==> config.mk <==
export PLATFORM = sky130hd
export DESIGN_NAME = ram_ctrl_flat
export DESIGN_NICKNAME = d
export VERILOG_FILES = /design/src/rtl/ram_ctrl_if.sv /design/src/rtl/ram_ctrl.sv /design/src/flat_wrapper.sv
export SDC_FILE = /design/constraint.sdc
export NUM_CORES = 1
export LEC_CHECK = 0
export ABC_CLOCK_PERIOD_IN_PS = 1420
export BUFFER_PORTS_ARGS = -buffer_cell sky130_fd_sc_hd__buf_2
export CORE_ASPECT_RATIO = 1.1
export CORE_UTILIZATION = 40
export CTS_CLUSTER_SIZE = 10
export DETAILED_ROUTE_END_ITERATION = 8
export GPL_TIMING_DRIVEN = 0
export PLACE_DENSITY = 0.72
export SETUP_SLACK_MARGIN = 0.4
export SYNTH_ARGS = -nofsm -noshare
export SYNTH_HDL_FRONTEND = slang
export SYNTH_SLANG_ARGS = --single-unit
export TNS_END_PERCENT = 50
==> constraint.sdc <==
create_clock -name clk -period 1.42 [get_ports clk]
set_input_delay 0.426 -clock clk [delete_from_list [all_inputs] [get_ports clk]]
set_output_delay 0.426 -clock clk [all_outputs]
set_load 0.1 [all_outputs]
==> src/rtl/ram_ctrl_if.sv <==
// ram_ctrl_if -- bundle of every signal between the RAM controller, its host
// and the two 16x4 RAM chips.
//
// Host side : mar_load, addr_in, wr_req, rd_req, auto_inc, wdata (requests)
//             busy, rd_valid, rdata, mar (status / read data)
// RAM side  : ram_addr, ram_cs_n, ram_we_n, ram_d (to chips), ram_q (from chips)
//
// slave  : the controller (ram_ctrl)
// master : the environment (host plus RAM chips)
interface ram_ctrl_if;
  logic       mar_load;
  logic [3:0] addr_in;
  logic       wr_req;
  logic       rd_req;
  logic       auto_inc;
  logic [7:0] wdata;
  logic       busy;
  logic       rd_valid;
  logic [7:0] rdata;
  logic [3:0] mar;
  logic [3:0] ram_addr;
  logic       ram_cs_n;
  logic       ram_we_n;
  logic [7:0] ram_d;
  logic [7:0] ram_q;

  modport slave (
    input  mar_load, addr_in, wr_req, rd_req, auto_inc, wdata, ram_q,
    output busy, rd_valid, rdata, mar, ram_addr, ram_cs_n, ram_we_n, ram_d
  );

  modport master (
    output mar_load, addr_in, wr_req, rd_req, auto_inc, wdata, ram_q,
    input  busy, rd_valid, rdata, mar, ram_addr, ram_cs_n, ram_we_n, ram_d
  );
endinterface

==> src/rtl/ram_ctrl.sv <==
// ram_ctrl -- controller for a 16x8 memory built from two 16x4 RAM chips that
// share address, chip select and write enable. The chips return complemented
// data; the controller re-inverts it so rdata is true data.
//
// Ports:
//   clk    : system clock, all state on the rising edge
//   rst_n  : asynchronous active-low reset
//   bus    : ram_ctrl_if.slave -- host requests/status and RAM chip pins
//
// Write: WR_SETUP (cs) -> WR_PULSE (cs+we) -> WR_HOLD (cs) -> IDLE
// Read : RD_SETUP (cs) -> RD_CAPTURE (cs, data sampled on exit) -> IDLE
// All outputs come straight from flops; their next values are computed from
// the next state so the pins line up with the state they belong to.
module ram_ctrl (
  input  logic        clk,
  input  logic        rst_n,
  ram_ctrl_if.slave   bus
);

  typedef enum logic [2:0] {
    IDLE       = 3'd0,
    WR_SETUP   = 3'd1,
    WR_PULSE   = 3'd2,
    WR_HOLD    = 3'd3,
    RD_SETUP   = 3'd4,
    RD_CAPTURE = 3'd5
  } state_t;

  state_t     state_q, state_d;
  logic [3:0] mar_q, mar_d;
  logic [7:0] ram_d_q, ram_d_d;
  logic       auto_inc_q, auto_inc_d;
  logic [7:0] rdata_q, rdata_d;
  logic       rd_valid_q, rd_valid_d;
  logic       busy_q, busy_d;
  logic       ram_cs_n_q, ram_cs_n_d;
  logic       ram_we_n_q, ram_we_n_d;

  // State and output registers, all cleared asynchronously
  always_ff @(posedge clk or negedge rst_n) begin
    if (!rst_n) begin
      state_q    <= IDLE;
      mar_q      <= 4'h0;
      ram_d_q    <= 8'h00;
      auto_inc_q <= 1'b0;
      rdata_q    <= 8'h00;
      rd_valid_q <= 1'b0;
      busy_q     <= 1'b0;
      ram_cs_n_q <= 1'b1;
      ram_we_n_q <= 1'b1;
    end else begin
      state_q    <= state_d;
      mar_q      <= mar_d;
      ram_d_q    <= ram_d_d;
      auto_inc_q <= auto_inc_d;
      rdata_q    <= rdata_d;
      rd_valid_q <= rd_valid_d;
      busy_q     <= busy_d;
      ram_cs_n_q <= ram_cs_n_d;
      ram_we_n_q <= ram_we_n_d;
    end
  end

  // Next-state logic; a write wins over a simultaneous read (read dropped)
  always_comb begin
    state_d = state_q;
    case (state_q)
      IDLE: begin
        if (bus.wr_req) begin
          state_d = WR_SETUP;
        end else if (bus.rd_req) begin
          state_d = RD_SETUP;
        end else begin
          state_d = IDLE;
        end
      end
      WR_SETUP:   state_d = WR_PULSE;
      WR_PULSE:   state_d = WR_HOLD;
      WR_HOLD:    state_d = IDLE;
      RD_SETUP:   state_d = RD_CAPTURE;
      RD_CAPTURE: state_d = IDLE;
      default:    state_d = IDLE;
    endcase
  end

  // Output logic: next values of the registered pins and the datapath
  always_comb begin
    busy_d     = (state_d != IDLE);
    ram_cs_n_d = (state_d == IDLE);
    ram_we_n_d = (state_d != WR_PULSE);
    mar_d      = mar_q;
    ram_d_d    = ram_d_q;
    auto_inc_d = auto_inc_q;
    rdata_d    = rdata_q;
    rd_valid_d = 1'b0;

    if (state_q == IDLE) begin
      // MAR load in the accepting cycle means the access uses addr_in,
      // since ram_addr is driven from the MAR flop itself.
      if (bus.mar_load) begin
        mar_d = bus.addr_in;
      end else begin
        mar_d = mar_q;
      end
      if (bus.wr_req) begin
        ram_d_d    = bus.wdata;
        auto_inc_d = bus.auto_inc;
      end else begin
        ram_d_d    = ram_d_q;
        auto_inc_d = auto_inc_q;
      end
    end else if (state_q == WR_HOLD) begin
      // Post-increment only after the address has been held through the write
      if (auto_inc_q) begin
        mar_d = mar_q + 4'd1;
      end else begin
        mar_d = mar_q;
      end
    end else if (state_q == RD_CAPTURE) begin
      // Chips drive complemented data
      rdata_d    = ~bus.ram_q;
      rd_valid_d = 1'b1;
    end else begin
      mar_d = mar_q;
    end
  end

  assign bus.busy     = busy_q;
  assign bus.rd_valid = rd_valid_q;
  assign bus.rdata    = rdata_q;
  assign bus.mar      = mar_q;
  assign bus.ram_addr = mar_q;
  assign bus.ram_cs_n = ram_cs_n_q;
  assign bus.ram_we_n = ram_we_n_q;
  assign bus.ram_d    = ram_d_q;

endmodule

==> src/flat_wrapper.sv <==
// flat-port wrapper written by rule: the top's interface ports become plain ports
module ram_ctrl_flat 
  (clk, rst_n, bus_mar_load, bus_addr_in, bus_wr_req, bus_rd_req, bus_auto_inc, bus_wdata, bus_ram_q, bus_busy, bus_rd_valid, bus_rdata, bus_mar, bus_ram_addr, bus_ram_cs_n, bus_ram_we_n, bus_ram_d);
  ram_ctrl_if bus_i ();
  input  logic clk;
  input  logic rst_n;
  input wire logic [$bits(bus_i.mar_load)-1:0] bus_mar_load;
  input wire logic [$bits(bus_i.addr_in)-1:0] bus_addr_in;
  input wire logic [$bits(bus_i.wr_req)-1:0] bus_wr_req;
  input wire logic [$bits(bus_i.rd_req)-1:0] bus_rd_req;
  input wire logic [$bits(bus_i.auto_inc)-1:0] bus_auto_inc;
  input wire logic [$bits(bus_i.wdata)-1:0] bus_wdata;
  input wire logic [$bits(bus_i.ram_q)-1:0] bus_ram_q;
  output wire logic [$bits(bus_i.busy)-1:0] bus_busy;
  output wire logic [$bits(bus_i.rd_valid)-1:0] bus_rd_valid;
  output wire logic [$bits(bus_i.rdata)-1:0] bus_rdata;
  output wire logic [$bits(bus_i.mar)-1:0] bus_mar;
  output wire logic [$bits(bus_i.ram_addr)-1:0] bus_ram_addr;
  output wire logic [$bits(bus_i.ram_cs_n)-1:0] bus_ram_cs_n;
  output wire logic [$bits(bus_i.ram_we_n)-1:0] bus_ram_we_n;
  output wire logic [$bits(bus_i.ram_d)-1:0] bus_ram_d;
  assign bus_i.mar_load = bus_mar_load;
  assign bus_i.addr_in = bus_addr_in;
  assign bus_i.wr_req = bus_wr_req;
  assign bus_i.rd_req = bus_rd_req;
  assign bus_i.auto_inc = bus_auto_inc;
  assign bus_i.wdata = bus_wdata;
  assign bus_i.ram_q = bus_ram_q;
  assign bus_busy = bus_i.busy;
  assign bus_rd_valid = bus_i.rd_valid;
  assign bus_rdata = bus_i.rdata;
  assign bus_mar = bus_i.mar;
  assign bus_ram_addr = bus_i.ram_addr;
  assign bus_ram_cs_n = bus_i.ram_cs_n;
  assign bus_ram_we_n = bus_i.ram_we_n;
  assign bus_ram_d = bus_i.ram_d;
  ram_ctrl u_core (.clk(clk), .rst_n(rst_n), .bus(bus_i));
endmodule
; Word level (Yosys, flattened, before mapping)
; Cells that the tools add are included.
[totals]
ff_bits = 28
output_inout_bits = 28
elab_cells = 38
[classes]
reduce_logical = 8
mux = 10
addsub = 1
n_eq_ne = 7
n_bitwise = 3
[op_table]
columns = cell, n
row1 = $mux W4, 4
row2 = $pmux W3 S4, 1
row3 = $not A8 Y8, 1
row4 = $eq A3 B2 Y1 const B, 2
row5 = $eq A3 B3 Y1 const B, 2
row6 = $logic_not A3 Y1, 2
row7 = $mux W3, 2
row8 = $reduce_and A3 Y1, 2
row9 = $add A4 B1 Y4 const B, 1
row10 = $reduce_bool A2 Y1, 2
row11 = $eq A3 B1 Y1 const B, 1
row12 = $mux W1, 3
row13 = $ne A3 B2 Y1 const B, 1
row14 = $reduce_bool A3 Y1, 1
row15 = $ne A2 B2 Y1 const B, 1
row16 = $not A1 Y1, 2
row17 = $reduce_and A2 Y1, 1

; Depth between registers and ports, before layout
[depth]
word_depth = 4
depth_mapped = 5

; Worst setup path before layout
; Ideal clock, no wire load.
[synth_path]
path_kind = register to register
from = register u_core.mar_q[0], in the netlist u_core.bus.mar[0]
to = register u_core.mar_q[1], in the netlist u_core.bus.mar[1]
t_arrival_ns = 1.854
n_path_buf = 0
period_less_slack_ns = 1.980
setup_ns = 0.126
path_slack_ns = -0.560
path_stages_with_launch = 4
path_cell_list = dfrtp_1 -> ha_1 -> mux2_1 -> mux2_4
[synth_via]
elab_chain_cells = 4
[synth_lines]
columns = item, line_no
row1 = from (decl), ram_ctrl.sv:30  ; logic [3:0] mar_q, mar_d;
row2 = from (signal assigned), ram_ctrl.sv:53  ; mar_q <= mar_d;
row3 = $add A4 B1 Y4, ram_ctrl.sv:115  ; mar_d = mar_q + 4'd1;
row4 = $mux W4, ram_ctrl.sv:114  ; if (auto_inc_q) begin
row5 = $mux W4, ram_ctrl.sv:112  ; end else if (state_q == WR_HOLD) begin
row6 = $mux W4, ram_ctrl.sv:97  ; if (state_q == IDLE) begin
; Every way passes these cells. The select of a mux whose other input is x is not followed.
; A chain may end at the register's enable or synchronous reset.

; Final worst setup path
[layout_path]
from = register u_core.mar_q[1], in the netlist u_core.bus.mar[1]
to = output bus_ram_addr[1]
[layout_rtl]
columns = item, line_no
row1 = to (decl), flat_wrapper.sv:18  ; output wire logic [$bits(bus_i.ram_addr)-1:0] bus_ram_addr;
; No word-level cell between the ends.

==> results.md <==
Timing:
- Setup repair after global routing could not meet its margin everywhere.
- In the final timing run, aggregate negative setup slack is -1.73 ns.
- The clock skew is 0.0174 ns.
- The final worst setup slack is -0.173 ns.
- The minimum period implied by the final worst setup slack is 1.59 ns.
- The final hold violation count is 0.
- Hold is met by 0.0706 ns.
- The final count of negative-setup-slack endpoints is 26.
- Derived from the worst setup path, the maximum achievable clock frequency is 628 MHz.
- Measured against its own limit, the worst slew margin works out to 0.581.
- The max-slew violation total from the final report came to 0.
- Of the available clock period, the critical path in the final layout requires 1.12.
- At the pin with the least slew margin, the transition time is 0.628 ns.

Setup path:
- The critical path is of the reg2out type.
- The critical path contains buffers and inverters numbering 2 combined.
- The critical path launch point type is a flip-flop.
- The cell with the largest stage delay on the worst path is sky130_fd_sc_hd__dfrtp_4.
- The signal on the critical path passes through buf_6 > buf_12.
- The cell family contributing the most delay on the critical path is flip-flops.
- The data arrival time at the worst-slack endpoint is 1.17 ns.
- The endpoint type of the worst setup path is an output pin.
- Of all nets on the critical path, the largest fanout is 3.
- In this design, the stage delay of the slowest critical-path cell is 0.54 ns.
- The endpoint required time on the critical path is 0.99 ns.

Clock network:
- The register clock-pin slew on the reported worst setup and hold paths is 0.16 ns.
- The clock net in this run drives a total of 28 sinks.
- The clock insertion delay at the later pin of the skew report is 0.35 ns.
- The tree is rooted in a sky130_fd_sc_hd__clkbuf_4.
- The number of buffers created by CTS is 3.
- In this run the number of H-tree levels came out at 1.
- TritonCTS built the clock tree.
- The maximum clock insertion buffer count is 2.
- In this run, post-CTS hold repair placed 0 buffers.

Status:
- The final reports fail on negative setup slack.
- The run finished, with violations left.

Finish:
- Leaving out fill and tap cells, the most frequent cells in the layout are sky130_fd_sc_hd__buf_12 (31), sky130_fd_sc_hd__buf_2 (25), sky130_fd_sc_hd__dfrtp_1 (16).
- Of the cells placed in the final design, the portion with a size suffix greater than 1 is 0.718.
- For this run, the post-layout net count is 191.
- Compared with the post-synthesis result, the final layout area differs by 81.5%.
- The filler cell count in the final layout is 186.
- The commonest non-fill, non-tap cell in the layout is sky130_fd_sc_hd__buf_12.
- The number of inserted diodes is 0.
- After the flow finishes, the layout carries non-filler instances totaling 197.
- After routing the design area is 2310 um2.

Yosys:
- In the synthesized netlist, the number of instances is 95.
- The sequential share of the synthesized area is 0.553.
- For this run, the number of Yosys warnings is 0.
- The share of synthesized area in the top cell type comes to 0.512.
- The area of the mapped netlist is 1270 um2.
- By area the synthesized netlist is led by sky130_fd_sc_hd__dfrtp_1 (51%), sky130_fd_sc_hd__mux2_4 (12%), sky130_fd_sc_hd__dfstp_2 (4.1%).
- Synthesis inferred 28 register bits.
- A synthesized cell averages 13.4 um2.
- The synthesized netlist net count is 122.
- The post-synthesis cell type count is 32.
- The largest area contributor in the synthesized netlist is sky130_fd_sc_hd__dfrtp_1.

Place:
- The count of buffers added on input and output ports is 53.
- The total placed instance area is 1680 um2.
- The final estimated routing congestion in global placement is 0.677.
- The cell count after placement is 182.
- The post-detailed-placement half-perimeter wirelength is 1.78 mm.

GRT:
- The number of global-route vias before repair came to 1003.
- The first-pass GRT wire length is 4.62 mm.
- The all-layer global routing usage is 0.175.
- The total overflow left after global routing is 0.
- The number of antenna violations at the first check in global routing was 0.
- Entering global routing, the biggest net connects 29 pins.

Floorplan:
- The core region area is 3050 um2.
- The initial utilization of the core area, before any placement, comes to 0.417.
- The height of the die is 61.1 um.
- In this run the count of I/O pins placed on the die edge is 54.
- The floorplan die area is 3410 um2.
- The initialized floorplan defines 21 standard-cell rows.
- The die is 55.8 um wide.

Drt:
- The final route contains 968 vias.
- The detailed-route wire length is 2.89 mm.
- Dividing the detail-routed wire length by the instance count gives 14.7 um.
- The mean number of vias per cell is 4.91.
- The first-iteration detailed-routing DRC count is 8.
- For this run, the detailed router's first-pass iteration total came to 4.
- In the routed design, unresolved DRC markers number 0.
- The number of nets with antenna violations after detailed routing is 0.

Flow run:
- Max-cap violations in this run came to 0.

Min path:
- The class of the most critical hold timing path is in2async.
-- Yosys cell counts --
cell type	count
sky130_fd_sc_hd__or3b_2	1
sky130_fd_sc_hd__buf_6	2
sky130_fd_sc_hd__and3_1	1
sky130_fd_sc_hd__or3_1	2
sky130_fd_sc_hd__buf_12	1
sky130_fd_sc_hd__mux2_1	1
sky130_fd_sc_hd__o21a_1	1
sky130_fd_sc_hd__nor2_1	2
sky130_fd_sc_hd__xnor2_1	1
sky130_fd_sc_hd__a211oi_1	1
sky130_fd_sc_hd__nand3b_1	1
sky130_fd_sc_hd__ha_1	1
sky130_fd_sc_hd__dfstp_2	2
sky130_fd_sc_hd__and4b_1	2
sky130_fd_sc_hd__inv_1	1
sky130_fd_sc_hd__nand2_1	8
sky130_fd_sc_hd__nor2b_1	2
sky130_fd_sc_hd__mux2_4	10
sky130_fd_sc_hd__o2bb2ai_1	2
sky130_fd_sc_hd__clkbuf_1	1
sky130_fd_sc_hd__buf_4	4
sky130_fd_sc_hd__nor3_1	2
sky130_fd_sc_hd__o21ai_0	8
sky130_fd_sc_hd__a2bb2oi_1	1
sky130_fd_sc_hd__buf_2	1
sky130_fd_sc_hd__nor3_4	1
sky130_fd_sc_hd__nor4b_4	1
sky130_fd_sc_hd__mux2i_1	3
sky130_fd_sc_hd__dfrtp_1	26
sky130_fd_sc_hd__nor2_2	1
sky130_fd_sc_hd__o22ai_1	3
sky130_fd_sc_hd__and2_4	1
-- metal layers --
layer | GRT usage | vias to the layer above | routed length (um)
met5 | 0 | - | 0
met4 | 0.0429 | 0 | 28
met3 | 0.0378 | 3 | 157
met2 | 0.324 | 38 | 1520
met1 | 0.212 | 461 | 1190
li1 | - | 466 | -
-- repair_timing --
item / in CTS / in global routing
endpoints found under the setup margin: 54 / 54
setup buffers: 8 / 2
pin swaps: 12 / 10
cloned: 1 / 0
resized for setup: 130 / 8
-- worst reg2reg max path: stages (launching register included) --
cell and delay, ns:
sky130_fd_sc_hd__dfrtp_4 0.54, sky130_fd_sc_hd__buf_6 0.14, sky130_fd_sc_hd__ha_4 0.22, sky130_fd_sc_hd__mux2_4 0.26, sky130_fd_sc_hd__mux2_4 0.26
-- per-stage QoR --
step            util  worst slack, ns
2_1_floorplan      -           -0.109
3_3_place_gp   0.550           -0.108
3_5_place_dp   0.550           -0.138
4_1_cts        0.742           -0.193
5_1_grt        0.757           -0.220
6_report       0.757           -0.173
-- kinds of logic after synthesis --
family / count (synthesis) / share of synthesized area
compound gates: 16 / 0.0788
buf+inv: 10 / 0.0669
mux: 14 / 0.151
simple gates: 25 / 0.134
flops: 28 / 0.553
fa+ha+maj: 1 / 0.00984
xor+xnor: 1 / 0.00689
-- registers in the layout, summed over array words and instances (netlist names) --
| signal | cells |
|---|---|
| u_core.bus.rd_valid | 1 |
| u_core.bus.ram_we_n | 1 |
| u_core.bus.ram_cs_n | 1 |
| u_core.bus.rdata | 8 |
| u_core.bus.busy | 1 |
| u_core.bus.ram_d | 8 |
| u_core.auto_inc_q | 1 |
| u_core.bus.mar | 4 |
| u_core.state_q | 3 |
-- worst paths after layout --
kind | from | endpoint | slack [ns] | cells after the start
min in group clk | bus_ram_q[7] | u_core.bus.rdata[7] | 0.22 | 2
setup / recovery | u_core.bus.mar[1] | bus_ram_addr[1] | -0.17 | 2
setup reg to reg | u_core.bus.mar[1] | u_core.bus.mar[1] | -0.08 | 4
hold / removal | rst_n | u_core.bus.rdata[7] | 0.07 | 1
max in group asynchronous | rst_n | u_core.bus.mar[2] | 0.87 | 1
hold reg to reg | u_core.auto_inc_q | u_core.auto_inc_q | 0.54 | 1
-- layout make-up --
| cell class | instances | area (um2) | share of cell area |
|---|---|---|---|
| sequential | 28 | 741 | 0.321 |
| tap | 34 | 42.5 | 0.0184 |
| clock inverter | 1 | 30.0 | 0.0130 |
| clock buffer | 3 | 22.5 | 0.00976 |
| buffer | 9 | 140 | 0.0607 |
| inverter | 1 | 3.75 | 0.00163 |
| timing repair buffer | 64 | 787 | 0.341 |
| multi-input combinational | 57 | 541 | 0.234 |
Power is not shown: default switching activity piles up to over one toggle a cycle in this logic, so the estimate is an artifact.
